### src/rtl/radar_echo_emulator.sv
// Purpose : emulates a point-target radar echo by delaying each transmit trigger edge.
// Latency : echo rises cur_delay cycles after the trigger edge and stays high ECHO_WIDTH cycles.
// Backpr. : none; trigger edges arriving while a pulse is in flight are dropped and flagged.
//
// Ports
//   CLK                 single clock, 1 cycle = 1 us, rising edge
//   RST                 asynchronous active-high reset
//   radar_pulse_trigger transmitter trigger level; a rising edge starts a pulse
//   target_present      high while the emulated target is in range
//   load                one-cycle strobe that loads echo_delay into the delay register
//   echo_delay          new round-trip delay in cycles (150 m per cycle)
//   closing_rate        cycles removed from the delay after every completed echo
//   radar_echo          emulated echo, registered
//   emu_state           0 IDLE, 1 WAIT, 2 ECHO
//   echo_count          completed echoes, saturating at 255
//   missed_pulse        sticky: a trigger edge arrived while busy
module radar_echo_emulator #(
    parameter int ECHO_WIDTH  = 10,
    parameter int MIN_DELAY   = 2,
    parameter int RESET_DELAY = 100
) (
    input  logic        CLK,
    input  logic        RST,
    input  logic        radar_pulse_trigger,
    input  logic        target_present,
    input  logic        load,
    input  logic [15:0] echo_delay,
    input  logic [7:0]  closing_rate,
    output logic        radar_echo,
    output logic [1:0]  emu_state,
    output logic [7:0]  echo_count,
    output logic        missed_pulse
);

    typedef enum logic [1:0] {
        ST_IDLE = 2'd0,
        ST_WAIT = 2'd1,
        ST_ECHO = 2'd2,
        ST_BAD  = 2'd3
    } state_t;

    localparam logic [15:0] MIN_D     = 16'(MIN_DELAY);
    localparam logic [15:0] RST_D     = 16'(RESET_DELAY);
    // ECHO counts down to zero, so it is preloaded with one less than the width.
    localparam logic [15:0] ECHO_LAST = 16'(ECHO_WIDTH - 1);

    state_t      state;
    logic [15:0] counter;
    logic [15:0] cur_delay;
    logic        trig_prev;
    // trig_armed stays low after reset until the trigger has been seen low once,
    // so a trigger that was already high across reset release is not an edge.
    logic        trig_armed;
    logic        trig_rise;

    logic [16:0] closed_delay;
    logic [15:0] next_closed;
    logic [15:0] load_delay;

    assign trig_rise = radar_pulse_trigger & ~trig_prev & trig_armed;

    // Closing update done one bit wider so a large closing_rate cannot wrap.
    assign closed_delay = {1'b0, cur_delay} - {9'd0, closing_rate};

    always_comb begin
        next_closed = closed_delay[15:0];
        if (closed_delay[16] || (closed_delay[15:0] < MIN_D)) begin
            next_closed = MIN_D;
        end
    end

    assign load_delay = (echo_delay < MIN_D) ? MIN_D : echo_delay;

    // state itself is a register, so the exported state is registered too.
    assign emu_state = state;

    always_ff @(posedge CLK or posedge RST) begin
        if (RST) begin
            state        <= ST_IDLE;
            counter      <= 16'd0;
            cur_delay    <= RST_D;
            trig_prev    <= 1'b0;
            trig_armed   <= 1'b0;
            radar_echo   <= 1'b0;
            echo_count   <= 8'd0;
            missed_pulse <= 1'b0;
        end else begin
            trig_prev <= radar_pulse_trigger;
            if (!radar_pulse_trigger) begin
                trig_armed <= 1'b1;
            end

            case (state)
                ST_IDLE: begin
                    radar_echo <= 1'b0;
                    // With no target the edge is simply consumed: no echo, no flag.
                    if (trig_rise && target_present) begin
                        state   <= ST_WAIT;
                        counter <= cur_delay;
                    end
                end

                ST_WAIT: begin
                    if (trig_rise) begin
                        missed_pulse <= 1'b1;
                    end
                    if (!target_present) begin
                        // Target left range: abandon this pulse, delay untouched.
                        state   <= ST_IDLE;
                        counter <= 16'd0;
                    end else if (counter <= 16'd1) begin
                        // Counter was loaded with cur_delay at the edge, so the
                        // echo rises exactly cur_delay edges after it.
                        state      <= ST_ECHO;
                        radar_echo <= 1'b1;
                        counter    <= ECHO_LAST;
                    end else begin
                        counter <= counter - 16'd1;
                    end
                end

                ST_ECHO: begin
                    // Target loss here is ignored: the echo already left the target.
                    if (trig_rise) begin
                        missed_pulse <= 1'b1;
                    end
                    if (counter == 16'd0) begin
                        state      <= ST_IDLE;
                        radar_echo <= 1'b0;
                        cur_delay  <= next_closed;
                        if (echo_count != 8'hFF) begin
                            echo_count <= echo_count + 8'd1;
                        end
                    end else begin
                        counter <= counter - 16'd1;
                    end
                end

                default: begin
                    state      <= ST_IDLE;
                    radar_echo <= 1'b0;
                    counter    <= 16'd0;
                end
            endcase

            // Placed after the case so an explicit load overrides the closing update.
            if (load) begin
                cur_delay <= load_delay;
            end
        end
    end

endmodule

### config.mk
export PLATFORM = sky130hd
export DESIGN_NAME = radar_echo_emulator
export DESIGN_NICKNAME = d
export VERILOG_FILES = /design/src/rtl/radar_echo_emulator.sv
export SDC_FILE = /design/constraint.sdc
export NUM_CORES = 1
export LEC_CHECK = 0
export BUFFER_PORTS_ARGS = -buffer_cell sky130_fd_sc_hd__buf_2
export CAP_MARGIN = 20
export CORE_MARGIN = 10
export CORE_UTILIZATION = 50
export DETAILED_ROUTE_END_ITERATION = 8
export GPL_ROUTABILITY_DRIVEN = 0
export PLACE_DENSITY = 0.67
export SYNTH_ARGS = -nofsm -noshare
export SYNTH_HDL_FRONTEND = slang
export SYNTH_SLANG_ARGS = --single-unit
export TNS_END_PERCENT = 1
### constraint.sdc
create_clock -name CLK -period 6.8 [get_ports CLK]
set_input_delay 0.34 -clock CLK [delete_from_list [all_inputs] [get_ports CLK]]
set_output_delay 0.34 -clock CLK [all_outputs]
set_load 0.01 [all_outputs]
## After elaboration in Yosys (flattened, before gate mapping)

Cells that the tools add are included.

| cells by class | value |
|---|---|
| order comparisons | 3 |
| bitwise logic cells | 3 |
| eq/ne operators | 9 |
| reductions and logical operators | 13 |
| add/subtract/negate cells | 3 |
| muxes and demuxes | 19 |

Operators with widths:

| cell | number |
|---|---|
| $mux W16 | 9 |
| $pmux W16 S3 | 1 |
| $lt A16 B2 Y1 const B | 2 |
| $sub A16 B8 Y17 | 1 |
| $le A16 B1 Y1 const B | 1 |
| $logic_not A16 Y1 | 1 |
| $sub A16 B1 Y16 const B | 1 |
| $ne A2 B2 Y1 const B | 5 |
| $reduce_and A3 Y1 | 3 |
| $add A8 B1 Y8 const B | 1 |
| $mux W2 | 4 |
| $ne A8 B8 Y1 const B | 1 |
| $pmux W2 S3 | 1 |
| $reduce_and A2 Y1 | 3 |
| $reduce_bool A2 Y1 | 2 |
| $mux W1 | 3 |
| $ne A3 B3 Y1 const B | 1 |
| $and A1 B1 Y1 | 2 |
| $eq A2 B1 Y1 const B | 1 |
| $eq A2 B2 Y1 const B | 1 |
| $logic_not A2 Y1 | 1 |
| $pmux W1 S2 | 1 |
| $reduce_or A2 Y1 | 1 |
| $logic_and A1 B1 Y1 | 1 |
| 2 further kinds | 2 |

| storage, ports and cells | value |
|---|---|
| register bits | 46 |

## Depth between registers and ports, before layout

Gate-level depths: netlist (run 1).

| depth | value |
|---|---|
| depth in word-level cells | 7 |
| mapped depth | 10 |
| mapped depth without buffers | 10 |

## Worst setup path before layout (run 1)

Ideal clock, no wire load.

| path | value |
|---|---|
| path type | reg-to-reg |
| from | register cur_delay[0] |
| to | register cur_delay[0] |
| setup slack | 3,953 ps |
| arrival time | 2,716 ps |
| path buffers | 0 |
| cell stages (with the launch flop) | 11 |
| path through | dfrtp_1 inv_1 ha_1 fa_1 nand2b_1 a21oi_1 o21ai_1 or4b_2 nand3_1 nor4bb_1 o31ai_1 |

| on the way | value |
|---|---|
| word-level cells in the longest chain between the ends | 7 |

Ends and longest elaborated chain:

| what | line | text |
|---|---|---|
| start: declaration | 49 | `logic [15:0] cur_delay;` |
| start signal: assignment | 130 | `cur_delay <= next_closed;` |
| start signal: assignment | 148 | `cur_delay <= load_delay;` |
| $sub A16 B8 Y17 * | 63 | `assign closed_delay = {1'b0, cur_delay} - {9'd0, closing_rate};` |
| $lt A16 B2 Y1 | 67 | `if (closed_delay[16] \|\| (closed_delay[15:0] < MIN_D)) begin` |
| $logic_or A1 B1 Y1 | 67 |  |
| $mux W16 * | 67 |  |
| $mux W16 * | 127 | `if (counter == 16'd0) begin` |
| $mux W16 * | 93 | `case (state)` |
| $mux W16 * | 147 | `if (load) begin` |

Every way passes the cells marked *; elsewhere a longest branch is shown, timed or not. The select of a mux whose other input is x is not followed.
A chain may end at the register's enable or synchronous reset.

## Worst setup path in the final report (run 1)

| path | value |
|---|---|
| from | register cur_delay[0] |
| to | register cur_delay[1] |

Same word-level chain as after synthesis.

==> results of run 1 <==
[where the power goes]
group | switching (mW) | leakage [nW] | internal [mW]
clock | 0.0916 | 0.0385 | 0.0729
sequential | 0.0797 | 0.565 | 0.335
combinational | 0.279 | 0.949 | 0.183
total | 0.450 | 1.55 | 0.591
[cells in the final DEF, fill, tap and decap left out, types with 3 or more instances in the layout]
cell and n:
sky130_fd_sc_hd__nand2_1 34, sky130_fd_sc_hd__nand3_1 22, sky130_fd_sc_hd__nand3b_1 5, sky130_fd_sc_hd__nor3_1 16, sky130_fd_sc_hd__ha_1 15, sky130_fd_sc_hd__xor2_1 8
sky130_fd_sc_hd__a221o_1 3, sky130_fd_sc_hd__and2_1 3, sky130_fd_sc_hd__o31ai_1 8, sky130_fd_sc_hd__or3_1 4, sky130_fd_sc_hd__nor2_1 36, sky130_fd_sc_hd__a211oi_1 3
sky130_fd_sc_hd__and3_1 3, sky130_fd_sc_hd__buf_2 40, sky130_fd_sc_hd__dfstp_2 3, sky130_fd_sc_hd__o211ai_1 9, sky130_fd_sc_hd__clkbuf_8 5, sky130_fd_sc_hd__a22oi_1 3
sky130_fd_sc_hd__xnor2_1 11, sky130_fd_sc_hd__o21ai_0 22, sky130_fd_sc_hd__a31oi_1 5, sky130_fd_sc_hd__nor4_1 9, sky130_fd_sc_hd__nand4_1 6, sky130_fd_sc_hd__a221oi_1 3
sky130_fd_sc_hd__a21oi_1 24, sky130_fd_sc_hd__dfrtp_1 43, sky130_fd_sc_hd__inv_1 22, sky130_fd_sc_hd__nand2b_1 7
[cells by family (layout without fill, tap and decap cells)]
family	Yosys count	after routing	share of synthesized area [%]
fa+ha+maj	16	16	6.36
flops	46	46	35.4
compound gates	100	100	20.5
mux	2	2	0.690
xor+xnor	19	19	5.10
simple gates	165	165	26.6
buf+inv	37	72	5.33
[worst max-delay path by stage]
stage	startpoint	to	slack [ps]	cells after the start
global placement	closing_rate[0]	cur_delay[0]$_DFFE_PP0P_	3440	10
finish	cur_delay[0]$_DFFE_PP0P_	cur_delay[1]$_DFFE_PP0P_	3400	10
floorplan	cur_delay[0]$_DFFE_PP0P_	cur_delay[0]$_DFFE_PP0P_	3950	10
CTS	cur_delay[0]$_DFFE_PP0P_	cur_delay[1]$_DFFE_PP0P_	3410	10
detailed placement	closing_rate[0]	cur_delay[0]$_DFFE_PP0P_	3420	10
global route	counter[2]$_DFFE_PP0P_	counter[10]$_DFFE_PP0P_	3090	7
[per-stage QoR]
step	instances	total power, mW	area, µm²
floorplan	385	0.758	3260
global placement	489	0.866	3480
detailed placement	489	0.873	3480
CTS	497	1.04	3560
global route	497	1.13	3560
finish	497	1.04	3560
[final cells by class]
cell class | instances | area (µm²)
Multi-Input combinational cell | 302 | 1940
Fill cell | 579 | 2790
Inverter | 23 | 86.3
Timing Repair Buffer | 41 | 208
Sequential cell | 46 | 1150
Tap cell | 77 | 96.3
Clock buffer | 7 | 76.3
Clock inverter | 1 | 7.51
[flip-flops by register name, indices dropped and copies added (netlist names)]
name,count
counter,16
missed_pulse,1
emu_state,2
cur_delay,16
trig_prev,1
trig_armed,1
radar_echo,1
echo_count,8
[routing by layer]
| layer | global-route usage (%) | up-vias |
|---|---|---|
| li1 | - | 1479 |
| met1 | 24.0 | 1388 |
| met2 | 28.0 | 142 |
| met3 | 2.54 | 22 |
| met4 | 5.22 | 0 |
| met5 | 0 | - |
[critical path, stage by stage (launching register included)]
cell and delay [ps]:
sky130_fd_sc_hd__dfrtp_1 400, sky130_fd_sc_hd__inv_1 60, sky130_fd_sc_hd__ha_1 220, sky130_fd_sc_hd__fa_1 400
sky130_fd_sc_hd__nand2b_1 190, sky130_fd_sc_hd__a21oi_1 290, sky130_fd_sc_hd__o21ai_1 280, sky130_fd_sc_hd__or4b_2 700
sky130_fd_sc_hd__nand3_1 100, sky130_fd_sc_hd__nor4bb_1 510, sky130_fd_sc_hd__o31a_1 190
==> impl_metrics.py, run 1 <==
metrics = {
    "outcome": {
        "outcome": "completed",
    },
    "route": {
        "vias_per_cell": 6.10,
        "detail_route.first_pass.iterations": 7,
        "detail_route.iter0.violations": 181,
        "dr_wl_met2_mm": 4.00,
        "met3WireLength_um": 604,
        "postRouteWirelength_mm": 8.76,
        "drt-wirelength-per-cell_um": 17.6,
        "route.detailed.drc": 0,
        "detail_route.wirelength.met1_mm": 3.98,
        "antenna_violating_nets_post_route": 0,
        "via_count": 3031,
        "maxUsedRoutingLayer": "met4",
    },
    "timing": {
        "post-route-period-util_pct": 50.0,
        "tns_ps": 0,
        "max-slew-margin-rel_pct": 35.6,
        "final.setup.worst_slack_ps": 3400,
        "fmax_mhz": 294,
        "finalSetupViolCount": 0,
        "final.min_clock_period_ps": 3400,
        "final-max-slew-violation-count": 0,
        "whs_ps": 185,
        "unrepaired_setup_endpoints_after_global_routing": "false",
        "tightestPinTransition_ps": 964,
        "timing.final.hold_violations": 0,
        "fin_skew_ps": 10.1,
    },
    "floorplanning": {
        "placement_rows": 29,
        "design.die.area_mm2": 0.0102,
        "coreArea_mm2": 0.00635,
        "num_ports": 41,
        "initial_utilization_pct": 51.4,
        "die_w_um": 101,
        "die_y_um": 101,
    },
    "critical_path": {
        "regToRegEndpoint": "cur_delay[1]$_DFFE_PP0P_",
        "worst_r2r_path_depth": 10,
        "cp_data_arrival_time_ps": 3630,
        "endpoint_kind": "flip-flop",
        "r2r_setup_slack_ps": 3400,
        "r2r_start": "cur_delay[0]$_DFFE_PP0P_",
        "crit_path_max_fanout": 8,
        "startpoint_type": "flip-flop",
        "critical_path_required_ps": 7030,
        "setup.worst_path.class": "reg -> reg",
    },
    "clock_tree": {
        "cts_buffers": 5,
        "cts_root_buffer": "sky130_fd_sc_hd__clkbuf_8",
        "cts.hold.buffers_added": 0,
        "resized_gates_after_cts": 0,
        "cts_max_path_buffers": 2,
        "cts_max_level": 2,
        "register_clock_pin_slew_on_the_reported_worst_setup_and_hold_paths_ps": 90,
        "clk-insertion-delay-late_ps": 290,
        "clock_sinks": 46,
        "post_cts_setup_repair_bufs": 0,
        "tritoncts": "built",
    },
    "synthesis": {
        "synth_top_area_share_pct": 33.0,
        "synth.top_cells.by_count": "sky130_fd_sc_hd__dfrtp_1, sky130_fd_sc_hd__nor2_1, sky130_fd_sc_hd__nand2_1",
        "ys.flop_type": "sky130_fd_sc_hd__dfrtp_1",
        "synth_cells": 385,
        "syn_area_mm2": 0.00326,
        "synth-edff-count": 0,
        "synth.lib_cells_used.distinct": 66,
        "yosysSeqAreaShare_pct": 35.4,
        "synth.yosys.warnings": 0,
        "synth.most_common_cell": "sky130_fd_sc_hd__dfrtp_1",
        "synth_seq_cells": 46,
        "synth.avg_cell_area_um2": 8.48,
        "post-synth-top-area-cell": "sky130_fd_sc_hd__dfrtp_1",
        "synth_top_cells_by_area": "sky130_fd_sc_hd__dfrtp_1, sky130_fd_sc_hd__ha_1, sky130_fd_sc_hd__nor2_1",
        "share_of_flip_flops_with_an_asynchronous_set_or_reset_after_synthesis_pct": 100,
        "syn_nets": 430,
    },
    "hold_path": {
        "whs_path_depth": 1,
        "hold_path.startpoint": "radar_pulse_trigger",
        "min_path_type": "in -> reg",
        "hold-path-endpoint": "trig_prev$_DFF_PP0_",
    },
    "placed_design": {
        "hpwl_mm": 6.69,
        "numPortBuffers": 40,
        "detailedPlace.worstSlack_ps": 3420,
    },
    "finish": {
        "area_growth_syn_to_layout_pct": 9.20,
        "post_route_cells_drive_above_1_share_pct": 16.2,
        "design.final.nets": 464,
        "antenna_cells": 0,
        "layout.core_utilization_pct": 56.1,
    },
    "run": {
        "drv_cap": 0,
    },
    "global_routing": {
        "grt_pass1_wl_mm": 14.7,
        "global_route.usage.total_pct": 17.6,
        "vias_in_the_first_global_route": 3005,
        "largest_net_degree_at_the_start_of_global_routing": 47,
        "grt_residual_overflow": 0,
        "number_of_antenna_violations_at_the_first_check_in_global_routing": 0,
    },
    "pwr": {
        "power-per-cell-area_mw_per_mm2": 292,
        "static_leakage_nw": 1.55,
        "ir_worst_vdd_v": 0.000171,
    },
}
No activity file was read; power rests on OpenSTA's default activity.
==> run 2, diff against run 1 <==
==> constraint.sdc (replaced) <==
create_clock -name CLK -period 3.4 [get_ports CLK]
set_input_delay 0.17 -clock CLK [delete_from_list [all_inputs] [get_ports CLK]]
set_output_delay 0.17 -clock CLK [all_outputs]
set_load 0.01 [all_outputs]
==> run 2 against run 1 <==
  * Global-route usage up 0.56 points
  * Critical path depth did not move
  * Power rose by 110%
  * Routed wire length up 2.6%
==> impl_metrics.py, run 2 (synthesized netlist as in run 1, its figures left out) <==
metrics = {
    "floorplanning": {
        "num_ports": 41,
        "die_w_um": 101,
        "coreArea_mm2": 0.00635,
        "initial_utilization_pct": 51.4,
        "design.die.area_mm2": 0.0102,
        "die_y_um": 101,
        "placement_rows": 29,
    },
    "finish": {
        "leading_cell_type_in_the_layout_fill_and_taps_excluded": "sky130_fd_sc_hd__dfrtp_1",
        "final_cell_mix": "sky130_fd_sc_hd__dfrtp_1, sky130_fd_sc_hd__buf_2, sky130_fd_sc_hd__nor2_1",
        "layout.core_utilization_pct": 57.4,
        "top_regs": "counter (16), cur_delay (16), echo_count (8)",
        "post_route_cells_drive_above_1_share_pct": 17.6,
        "design.final.nets": 471,
        "area_growth_syn_to_layout_pct": 11.7,
        "layout.filler_cells": 565,
        "antenna_cells": 0,
    },
    "critical_path": {
        "r2r_start": "cur_delay[0]$_DFFE_PP0P_",
        "cp_capture_point": "cur_delay[1]$_DFFE_PP0P_",
        "cp_data_arrival_time_ps": 3290,
        "r2r_setup_slack_ps": 340,
        "setup.worst_path.class": "reg -> reg",
        "crit_path_max_incr_delay_ps": 630,
        "timing.critical_path.slowest_stage_cell": "sky130_fd_sc_hd__or4b_2",
        "endpoint_kind": "flip-flop",
        "timing.critical_path.from": "cur_delay[0]$_DFFE_PP0P_",
        "cp_num_cells": 10,
        "path_buf_inv": 1,
        "startpoint_type": "flip-flop",
        "critical_path_required_ps": 3640,
        "regToRegEndpoint": "cur_delay[1]$_DFFE_PP0P_",
        "crit_chain": "inv_1 -> ha_1 -> fa_1 -> nand2b_1 -> a21oi_1 -> o21ai_1 -> or4b_2 -> nand3_1 -> nor4bb_1 -> o31a_1",
        "worst_r2r_path_depth": 10,
        "crit_family": "simple AND/OR/NAND/NOR gates",
        "crit_path_max_fanout": 5,
    },
    "clock_tree": {
        "register_clock_pin_slew_on_the_reported_worst_setup_and_hold_paths_ps": 100,
        "clk-insertion-delay-late_ps": 300,
        "cts.hold.buffers_added": 1,
        "tritoncts": "built",
        "clock_sinks": 46,
        "cts_max_level": 2,
        "post_cts_setup_repair_bufs": 0,
        "cts_buffers": 5,
        "cts_max_path_buffers": 2,
        "cts_root_buffer": "sky130_fd_sc_hd__clkbuf_8",
        "resized_gates_after_cts": 0,
    },
    "placed_design": {
        "numPortBuffers": 40,
        "hpwl_mm": 6.85,
    },
    "pwr": {
        "fin_total_pwr_mw": 2.21,
        "pwr-share-seq_pct": 37.3,
        "total_switching_power_uw": 919,
        "ir_worst_vdd_v": 0.000368,
        "swShare_pct": 41.6,
        "internal_power_mw": 1.29,
        "p_comb_share_pct": 44.1,
        "clock_network_fraction_of_total_power_pct": 18.6,
        "static_leakage_nw": 1.60,
        "power-per-cell-area_mw_per_mm2": 605,
    },
    "outcome": {
        "outcome": "completed",
    },
    "global_routing": {
        "grt_residual_overflow": 0,
        "global_route.usage.total_pct": 18.2,
        "vias_in_the_first_global_route": 3058,
        "number_of_antenna_violations_at_the_first_check_in_global_routing": 0,
        "grt_pass1_wl_mm": 15.2,
        "largest_net_degree_at_the_start_of_global_routing": 47,
    },
    "timing": {
        "timing.final.hold_violations": 0,
        "max-slew-margin-rel_pct": 34.7,
        "finalSetupViolCount": 0,
        "post-route-period-util_pct": 89.9,
        "unrepaired_setup_endpoints_after_global_routing": "false",
        "final.min_clock_period_ps": 3060,
        "fin_skew_ps": 11.0,
        "fmax_mhz": 327,
        "tightestPinTransition_ps": 978,
        "final-max-slew-violation-count": 0,
        "tns_ps": 0,
    },
    "route": {
        "antenna_violating_nets_post_route": 0,
        "detail_route.first_pass.iterations": 5,
        "route.detailed.drc": 0,
        "drt-wirelength-per-cell_um": 17.8,
        "postRouteWirelength_mm": 8.99,
        "via_count": 3099,
        "vias_per_cell": 6.15,
        "detail_route.iter0.violations": 193,
    },
    "run": {
        "drv_cap": 0,
    },
    "hold_path": {
        "min_path_type": "in -> async",
    },
}
## run 2: cell types whose count changed in the layout (fill, tap and decap cells not counted), sizes merged
| cell | previous run | this run |
|---|---|---|
| buf | 41 | 47 |
| dlygate4sd3 | 0 | 1 |
| clkbuf | 7 | 6 |
| bufinv | 0 | 1 |
## run 2: final cells by class
type	instances	area (µm²)	share of cell area (%)
repair buffers	48	263	7.21
inverters	23	86.3	2.37
clock inverters	2	37.5	1.03
multi-input cells	302	1940	53.1
flip-flops and latches	46	1150	31.7
well taps	77	96.3	2.64
clock buffers	6	72.6	1.99
## run 2: worst min path at each step
stage	start	end	slack, ps	cells past startpoint
floorplan	radar_pulse_trigger	trig_prev$_DFF_PP0_	200	0
finish	RST	missed_pulse$_DFFE_PP0P_	90	2
detailed placement	radar_pulse_trigger	trig_prev$_DFF_PP0_	320	1
global route	echo_delay[5]	cur_delay[5]$_DFFE_PP1P_	90	3
global placement	radar_pulse_trigger	trig_prev$_DFF_PP0_	310	1
CTS	echo_delay[5]	cur_delay[5]$_DFFE_PP1P_	90	3
## run 2: per-stage QoR
stage	cells	instance area, µm²	setup slack, ps	hold slack (ps)
detailed placement	495	3530	373	320
global route	504	3650	66.1	94.1
global placement	495	3530	445	306
floorplan	385	3260	553	201
CTS	504	3650	345	88.3
finish	504	3650	344	86.1
## run 2: metal layers
metal | vias up | track usage, % | part of all wire [%]
li1 | 1496 | - | -
met5 | - | 0 | 0
met3 | 25 | 2.61 | 5.9
met1 | 1459 | 24.0 | 44
met4 | 0 | 8.59 | 3.1
met2 | 119 | 28.4 | 47
## run 2: worst register-to-register path, delay by kind of cell, from the launching register on
| family | cells | cell delay, ps |
|---|---|---|
| AO/OA/AOI/OAI | 3 | 640 |
| buffers and inverters | 1 | 60 |
| AND/OR/NAND/NOR | 4 | 1310 |
| flip-flops | 1 | 390 |
| adder cells (fa/ha/maj) | 2 | 610 |
## run 2: power by group through the flow
stage / combinational (mW) / clock (mW) / sequential (mW)
floorplan: 0.735 / 0 / 0.782
CTS: 0.966 / 0.423 / 0.819
detailed placement: 0.960 / 0 / 0.829
global route: 1.10 / 0.449 / 0.845
finish: 0.974 / 0.411 / 0.823
global placement: 0.949 / 0 / 0.821
